==> src/rtl/mycpu_pkg.sv <==
// -----------------------------------------------------------------------------
// mycpu_pkg
// Shared types for the CPU I/O space: the register map of the I/O responder,
// the timer state encoding and the bit positions inside TMR_CTRL.
// Ports: none (package).
// -----------------------------------------------------------------------------
package mycpu_pkg;

  // Word offsets inside the 8-word I/O window (offsets 6 and 7 are unused)
  typedef enum logic [2:0] {
    IO_GPIO_OUT  = 3'd0,
    IO_GPIO_IN   = 3'd1,
    IO_TMR_LOAD  = 3'd2,
    IO_TMR_COUNT = 3'd3,
    IO_TMR_CTRL  = 3'd4,
    IO_STATUS    = 3'd5
  } io_reg_t;

  // Timer control states
  typedef enum logic [1:0] {
    T_IDLE = 2'd0,
    T_RUN  = 2'd1,
    T_DONE = 2'd2
  } tmr_state_t;

  // Bit positions inside TMR_CTRL
  localparam int TMR_RUN_BIT = 0;
  localparam int TMR_AR_BIT  = 1;

  // True when an access lands inside the 8-word window starting at base
  function automatic logic io_hit(input logic iom, input logic [15:0] addr,
                                  input logic [15:0] base);
    return iom && (addr[15:3] == base[15:3]);
  endfunction

endpackage

==> src/rtl/io_responder_timer.sv <==
// -----------------------------------------------------------------------------
// io_timer
// Down-counting timer for the I/O responder: prescaler, control FSM, COUNT,
// CTRL and the sticky expired flag. Only built when IO_TIMER_EN is defined;
// without it the responder has no timer and this module does not exist.
// Ports:
//   clk, rst        clock, synchronous active-high reset
//   i_load_we       write strobe for TMR_LOAD
//   i_ctrl_we       write strobe for TMR_CTRL
//   i_status_we     write strobe for STATUS (write-1-to-clear)
//   i_wdata[15:0]   CPU write data
//   o_load[15:0]    TMR_LOAD value
//   o_count[15:0]   TMR_COUNT value
//   o_ctrl[1:0]     TMR_CTRL value ([0]=run, [1]=auto-reload)
//   o_expired       sticky expiry flag (also the interrupt level)
// -----------------------------------------------------------------------------
`ifdef IO_TIMER_EN
module io_timer
  import mycpu_pkg::*;
#(
  parameter int PRESCALE = 1
) (
  input  logic        clk,
  input  logic        rst,
  input  logic        i_load_we,
  input  logic        i_ctrl_we,
  input  logic        i_status_we,
  input  logic [15:0] i_wdata,
  output logic [15:0] o_load,
  output logic [15:0] o_count,
  output logic [1:0]  o_ctrl,
  output logic        o_expired
);

  localparam int PW = (PRESCALE > 1) ? $clog2(PRESCALE) : 1;

  logic [PW-1:0] r_presc;
  logic [15:0]   r_load;
  logic [15:0]   r_count;
  logic [1:0]    r_ctrl;
  logic          r_expired;
  tmr_state_t    r_state;

  logic          w_tick;
  tmr_state_t    w_stateNext;
  logic [15:0]   w_countNext;
  logic [1:0]    w_ctrlNext;
  logic          w_expSet;

  assign w_tick = (r_presc == PW'(PRESCALE - 1));

  // Free-running prescaler; restarting the timer via CTRL realigns it so the
  // first decrement is a full PRESCALE period after the write.
  always_ff @(posedge clk) begin
    if (rst) begin
      r_presc <= '0;
    end else if (i_ctrl_we || w_tick) begin
      r_presc <= '0;
    end else begin
      r_presc <= r_presc + 1'b1;
    end
  end

  // Next-state logic. A CTRL write overrides anything the counter would do
  // that edge. A start with LOAD==0 expires immediately. COUNT<=1 is treated
  // as the terminal value so the counter can never wrap below zero, even if
  // a zero LOAD was reloaded.
  always_comb begin
    w_stateNext = r_state;
    w_countNext = r_count;
    w_ctrlNext  = r_ctrl;
    w_expSet    = 1'b0;
    if (i_ctrl_we) begin
      w_ctrlNext = i_wdata[1:0];
      if (i_wdata[TMR_RUN_BIT]) begin
        w_countNext = r_load;
        if (r_load == 16'd0) begin
          w_stateNext = T_DONE;
          w_expSet    = 1'b1;
        end else begin
          w_stateNext = T_RUN;
        end
      end else begin
        w_stateNext = T_IDLE;
      end
    end else if (r_state == T_RUN && w_tick) begin
      if (r_count > 16'd1) begin
        w_countNext = r_count - 16'd1;
      end else begin
        w_expSet = 1'b1;
        if (r_ctrl[TMR_AR_BIT]) begin
          w_countNext = r_load;
        end else begin
          w_countNext             = 16'd0;
          w_stateNext             = T_DONE;
          w_ctrlNext[TMR_RUN_BIT] = 1'b0;
        end
      end
    end
  end

  // State and datapath registers. Expiry beats a simultaneous W1C so an
  // expiry on the clearing edge is never lost.
  always_ff @(posedge clk) begin
    if (rst) begin
      r_state   <= T_IDLE;
      r_load    <= '0;
      r_count   <= '0;
      r_ctrl    <= '0;
      r_expired <= 1'b0;
    end else begin
      r_state <= w_stateNext;
      r_count <= w_countNext;
      r_ctrl  <= w_ctrlNext;
      if (i_load_we) begin
        r_load <= i_wdata;
      end
      if (w_expSet) begin
        r_expired <= 1'b1;
      end else if (i_status_we && i_wdata[0]) begin
        r_expired <= 1'b0;
      end
    end
  end

  assign o_load    = r_load;
  assign o_count   = r_count;
  assign o_ctrl    = r_ctrl;
  assign o_expired = r_expired;

endmodule
`endif

==> src/rtl/io_responder.sv <==
// -----------------------------------------------------------------------------
// io_responder
// Memory-mapped I/O target answering CPU accesses with iom=1. Holds the GPIO
// output register, a synchroniser on the GPIO inputs, the read mux and, when
// the IO_TIMER_EN macro is defined, a down-counting timer with interrupt.
// Ports:
//   clk, rst          clock, synchronous active-high reset
//   iom_in            access targets I/O space
//   wen_in            1 = write, 0 = read
//   addr_in[15:0]     CPU address
//   data_in[15:0]     CPU write data
//   data_out[15:0]    read data (combinational), 0 when not a read hit
//   gpio_in[15:0]     asynchronous external inputs
//   gpio_out[15:0]    registered external outputs
//   tmr_irq_out       timer interrupt level (0 without IO_TIMER_EN)
// -----------------------------------------------------------------------------
module io_responder
  import mycpu_pkg::*;
#(
  parameter logic [15:0] IO_BASE     = 16'hFF00,
  parameter int          PRESCALE    = 1,
  parameter int          SYNC_STAGES = 2
) (
  input  logic        clk,
  input  logic        rst,
  input  logic        iom_in,
  input  logic        wen_in,
  input  logic [15:0] addr_in,
  input  logic [15:0] data_in,
  output logic [15:0] data_out,
  input  logic [15:0] gpio_in,
  output logic [15:0] gpio_out,
  output logic        tmr_irq_out
);

  logic        w_hit;
  logic        w_we;
  logic        w_re;
  io_reg_t     w_off;
  logic [15:0] r_gpioOut;
  logic [15:0] r_sync [SYNC_STAGES];
  logic [15:0] w_rdata;

  assign w_hit = io_hit(iom_in, addr_in, IO_BASE);
  assign w_we  = w_hit && wen_in;
  assign w_re  = w_hit && !wen_in;
  assign w_off = io_reg_t'(addr_in[2:0]);

  // GPIO output register
  always_ff @(posedge clk) begin
    if (rst) begin
      r_gpioOut <= '0;
    end else if (w_we && w_off == IO_GPIO_OUT) begin
      r_gpioOut <= data_in;
    end
  end

  // Synchroniser chain for the asynchronous GPIO inputs
  always_ff @(posedge clk) begin
    if (rst) begin
      for (int i = 0; i < SYNC_STAGES; i++) begin
        r_sync[i] <= '0;
      end
    end else begin
      r_sync[0] <= gpio_in;
      for (int i = 1; i < SYNC_STAGES; i++) begin
        r_sync[i] <= r_sync[i-1];
      end
    end
  end

  assign gpio_out = r_gpioOut;

`ifdef IO_TIMER_EN
  logic [15:0] w_load;
  logic [15:0] w_count;
  logic [1:0]  w_ctrl;
  logic        w_expired;

  io_timer #(
    .PRESCALE (PRESCALE)
  ) u_timer (
    .clk         (clk),
    .rst         (rst),
    .i_load_we   (w_we && w_off == IO_TMR_LOAD),
    .i_ctrl_we   (w_we && w_off == IO_TMR_CTRL),
    .i_status_we (w_we && w_off == IO_STATUS),
    .i_wdata     (data_in),
    .o_load      (w_load),
    .o_count     (w_count),
    .o_ctrl      (w_ctrl),
    .o_expired   (w_expired)
  );

  assign tmr_irq_out = w_expired;

  // Read mux, timer build
  always_comb begin
    w_rdata = 16'h0000;
    if (w_re) begin
      case (w_off)
        IO_GPIO_OUT:  w_rdata = r_gpioOut;
        IO_GPIO_IN:   w_rdata = r_sync[SYNC_STAGES-1];
        IO_TMR_LOAD:  w_rdata = w_load;
        IO_TMR_COUNT: w_rdata = w_count;
        IO_TMR_CTRL:  w_rdata = {14'd0, w_ctrl};
        IO_STATUS:    w_rdata = {15'd0, w_expired};
        default:      w_rdata = 16'h0000;
      endcase
    end
  end
`else
  assign tmr_irq_out = 1'b0;

  // Read mux, GPIO-only build: timer offsets read as zero
  always_comb begin
    w_rdata = 16'h0000;
    if (w_re) begin
      case (w_off)
        IO_GPIO_OUT: w_rdata = r_gpioOut;
        IO_GPIO_IN:  w_rdata = r_sync[SYNC_STAGES-1];
        default:     w_rdata = 16'h0000;
      endcase
    end
  end
`endif

  assign data_out = w_rdata;

endmodule

==> config.mk <==
export PLATFORM = sky130hd
export DESIGN_NAME = io_responder
export DESIGN_NICKNAME = d
export VERILOG_FILES = /design/src/rtl/mycpu_pkg.sv /design/src/rtl/io_responder_timer.sv /design/src/rtl/io_responder.sv
export SDC_FILE = /design/constraint.sdc
export NUM_CORES = 1
export LEC_CHECK = 0
export CAP_MARGIN = 40
export CORE_MARGIN = 8
export CORE_UTILIZATION = 40
export DETAILED_ROUTE_END_ITERATION = 6
export PLACE_DENSITY = 0.79
export SYNTH_ARGS = -nofsm -noshare
export SYNTH_HDL_FRONTEND = slang
export SYNTH_SLANG_ARGS = --single-unit
==> constraint.sdc <==
create_clock -name clk -period 2.3 [get_ports clk]
set_clock_uncertainty 0.2 [all_clocks]
set_input_delay 0.23 -clock clk [delete_from_list [all_inputs] [get_ports clk]]
set_output_delay 0.23 -clock clk [all_outputs]
set_load 0.01 [all_outputs]
==> reports/metrics.yaml <==
min_path:
  worstHoldEndpoint: "r_sync[0][18]"
  hp-class: "register to register"
  hold_path_startpoint: "r_sync[0][2]"
  holdPathStages: 1
clocking:
  clock-sinks: 48
  cts_root_buffer: "clkbuf_8"
  cts_buffers: 5
  cts_hold_buf: 0
  tritoncts: "yes"
  clk_pin_slew_ns: 0.08
  cts.htree.levels: 2
  clk_latency_ns: 0.29
  cts_buffer_depth: 2
critical_path:
  crit_slowest_cell: "or4b_4"
  cp_max_fo: 8
  r2r-end: "gpio_out[9]"
  startpoint_type: "input pin"
  ff2ff_path_depth: 2
  worst_ep_arrival_time_ns: 1.79
  r2r_start: "gpio_out[9]"
  cp.required_ns: 1.87
  rrSetupSlack_ns: 1.38
  crit_path_end_kind: "output pin"
  critical_path.max_stage_delay_ns: 0.49
  critPathKind: "input pin to output pin"
  path_cells: "clkdlybuf4s15_1 -> or4b_4 -> nor4_4 -> nand2b_1 -> buf_6 -> nor2_2 -> buf_2"
yosys:
  synth_cells: 186
  synth-simple-area-share_pct: 23.8
  synth-xor-area-share_pct: 0
  synth_mux_area_share_pct: 8.96
  syn_nets: 238
  synth_top_family_by_area: "simple AND/OR/NAND/NOR gates"
  synthesis.area_um2: 1790
  syn-mean-instance-area_um2: 9.61
  synth-seq-cells: 48
  synthAdderAreaFrac_pct: 0
  synth-seq-area-share_pct: 53.8
  synth_compound_area_share_pct: 8.96
  yosys_warnings: 0
  synth_cell_types: 20
final_layout:
  fill_cells: 377
  diodes: 0
  syn2layout_area_growth_pct: 57.4
  final_cells: 322
  ff_latch_area_um2: 961
  fin_util_pct: 65.0
  drive_gt1_share_pct: 20.7
  multi_input_area_um2: 830
  fin_nets: 321
sta:
  setup_viol: 0
  fin_crit_ns: 2.22
  whs_ns: 0.241
  finalCritPeriodShare_pct: 96.3
  worst_pin_slew_ns: 0.820
  hold_violations: 0
  slew_violations: 0
  max_freq_mhz: 451
  max-slew-margin-rel_pct: 45.3
floorplanning:
  start_util_pct: 41.3
  dieWidth_um: 82.8
  io_pins: 85
  die-area_um2: 6860
  num_rows: 24
  die_height_um: 82.8
  core_um2: 4320
drt:
  drt_iter0_markers: 81
  drc_errors: 0
  drt-pass1-iter-count: 4
  ant_nets: 0
  wire_per_inst_um: 15.1
  routed_wl_mm: 4.88
  viasPerCell: 4.87
  route.vias.total: 1567
pwr:
  power.density_nw_per_um2: 581
  ir_drop_mv: 0.421
  p_leak_nw: 1.08
outcome:
  status: "finished, final reports clean"
placed_design:
  dp.cells: 311
  dp_hpwl_mm: 3.51
  gp_congestion: 0.822
  io_buffers: 83
global_route:
  grt_max_degree: 49
  grt-ovfl-total: 0
  grt_pass1_wl_mm: 7.91
  antenna_found_initial: 0
  grt_usage_pct: 13.9
  grt_pass1_vias: 1530
job:
  max-cap-violations: 0
flip-flops by register name, indices dropped and copies added (netlist names):
signal and count:
gpio_out 16, r_sync 32
logic make-up (layout without fill, tap and decap cells):
group                  count (synthesis)  in the layout
AOI/OAI and AO/OA                     32             32
buffers and inverters                 16            100
DFF                                   48             48
muxes                                 16             16
other                                  1              1
and+or+nand+nor                       73             73
what timing repair did:
action | CTS | global route
pin swaps | 16 | 7
setup endpoints to repair | 16 | 16
gates cloned | 1 | 0
buffers inserted | 1 | 1
gates resized for setup | 84 | 31
critical path, delay by kind of cell:
| family | cells | cell delay [ns] |
|---|---|---|
| and+or+nand+nor | 4 | 1.05 |
| buffers and inverters | 3 | 0.50 |
where the power goes:
group	switching, mW	total, mW	leakage [nW]	internal (mW)
clock network	0.267	0.622	0.0614	0.355
logic	0.0530	0.150	0.625	0.0970
registers	0.00508	0.861	0.394	0.856
placed cells by master, fill, tap and decap left out, drive strengths merged:
master	instances
clkdlybuf4s50	58
dfxtp	48
nor2b	33
buf	26
mux2i	16
nand3	16
a21oi	16
o21ai	16
nor2	16
clkbuf	11
nand4	2
nand2b	2
clkdlybuf4s15	2
or4	2
or4b	1
nor4	1
conb	1
bufinv	1
clkinv	1
dlygate4sd2	1
metrics by stage:
| step | setup TNS [ns] | setup WS (ns) | area, um^2 | total power [mW] |
|---|---|---|---|---|
| floorplan | 0 | 0.109 | 1790 | 0.936 |
| detailed placement | -12.43 | -0.595 | 2660 | 1.03 |
| global placement | -11.69 | -0.558 | 2660 | 1.03 |
| global route | -0.00921 | -0.00554 | 2810 | 1.70 |
| finish | 0 | 0.0848 | 2810 | 1.63 |
| CTS | 0 | 0.0289 | 2740 | 1.65 |
routing by layer:
metal / global-route usage, % / wire (um) / up-vias
met5: 0 / 0 / -
met4: 6.23 / 125 / 0
met3: 3.91 / 252 / 12
met2: 24.0 / 2510 / 58
met1: 15.4 / 1990 / 706
li1: - / - / 791
cells in the mapped netlist:
cell type / n / share of area (%)
nand3_1: 16 / 4.5
or4_4: 1 / 0.63
or4_1: 1 / 0.42
nor4_4: 1 / 1.2
buf_4: 1 / 0.42
o21ai_1: 10 / 2.8
buf_6: 1 / 0.63
nand4_1: 2 / 0.70
or4b_4: 1 / 0.77
nor2_1: 16 / 3.4
o21ai_0: 6 / 1.7
clkbuf_1: 8 / 1.7
conb_1: 1 / 0.21
a21oi_1: 16 / 4.5
nor2b_1: 33 / 12
buf_1: 2 / 0.42
mux2i_1: 16 / 9.0
dfxtp_1: 48 / 54
buf_2: 4 / 1.1
nand2b_1: 2 / 0.70
how the worst max path moves through the flow:
| stage | startpoint | endpoint | slack (ns) | cells past startpoint |
|---|---|---|---|---|
| 2_1_floorplan | addr_in[1] | data_out[10] | 0.11 | 6 |
| 3_3_place_gp | addr_in[1] | data_out[0] | -0.56 | 7 |
| 3_5_place_dp | addr_in[1] | data_out[11] | -0.60 | 7 |
| 4_1_cts | addr_in[7] | data_out[10] | 0.03 | 7 |
| 5_1_grt | addr_in[7] | data_out[3] | -0.006 | 7 |
| 6_report | addr_in[7] | data_out[1] | 0.08 | 7 |
area by class of cell:
cell class                 count  share of cell area (%)
clock inverter                 2                    1.38
clock buffer                   6                    2.94
tap                           52                    2.31
timing repair buffer          92                    29.7
multi-input combinational    122                    29.5
sequential                    48                    34.2
(Power assumes the default switching activity.)
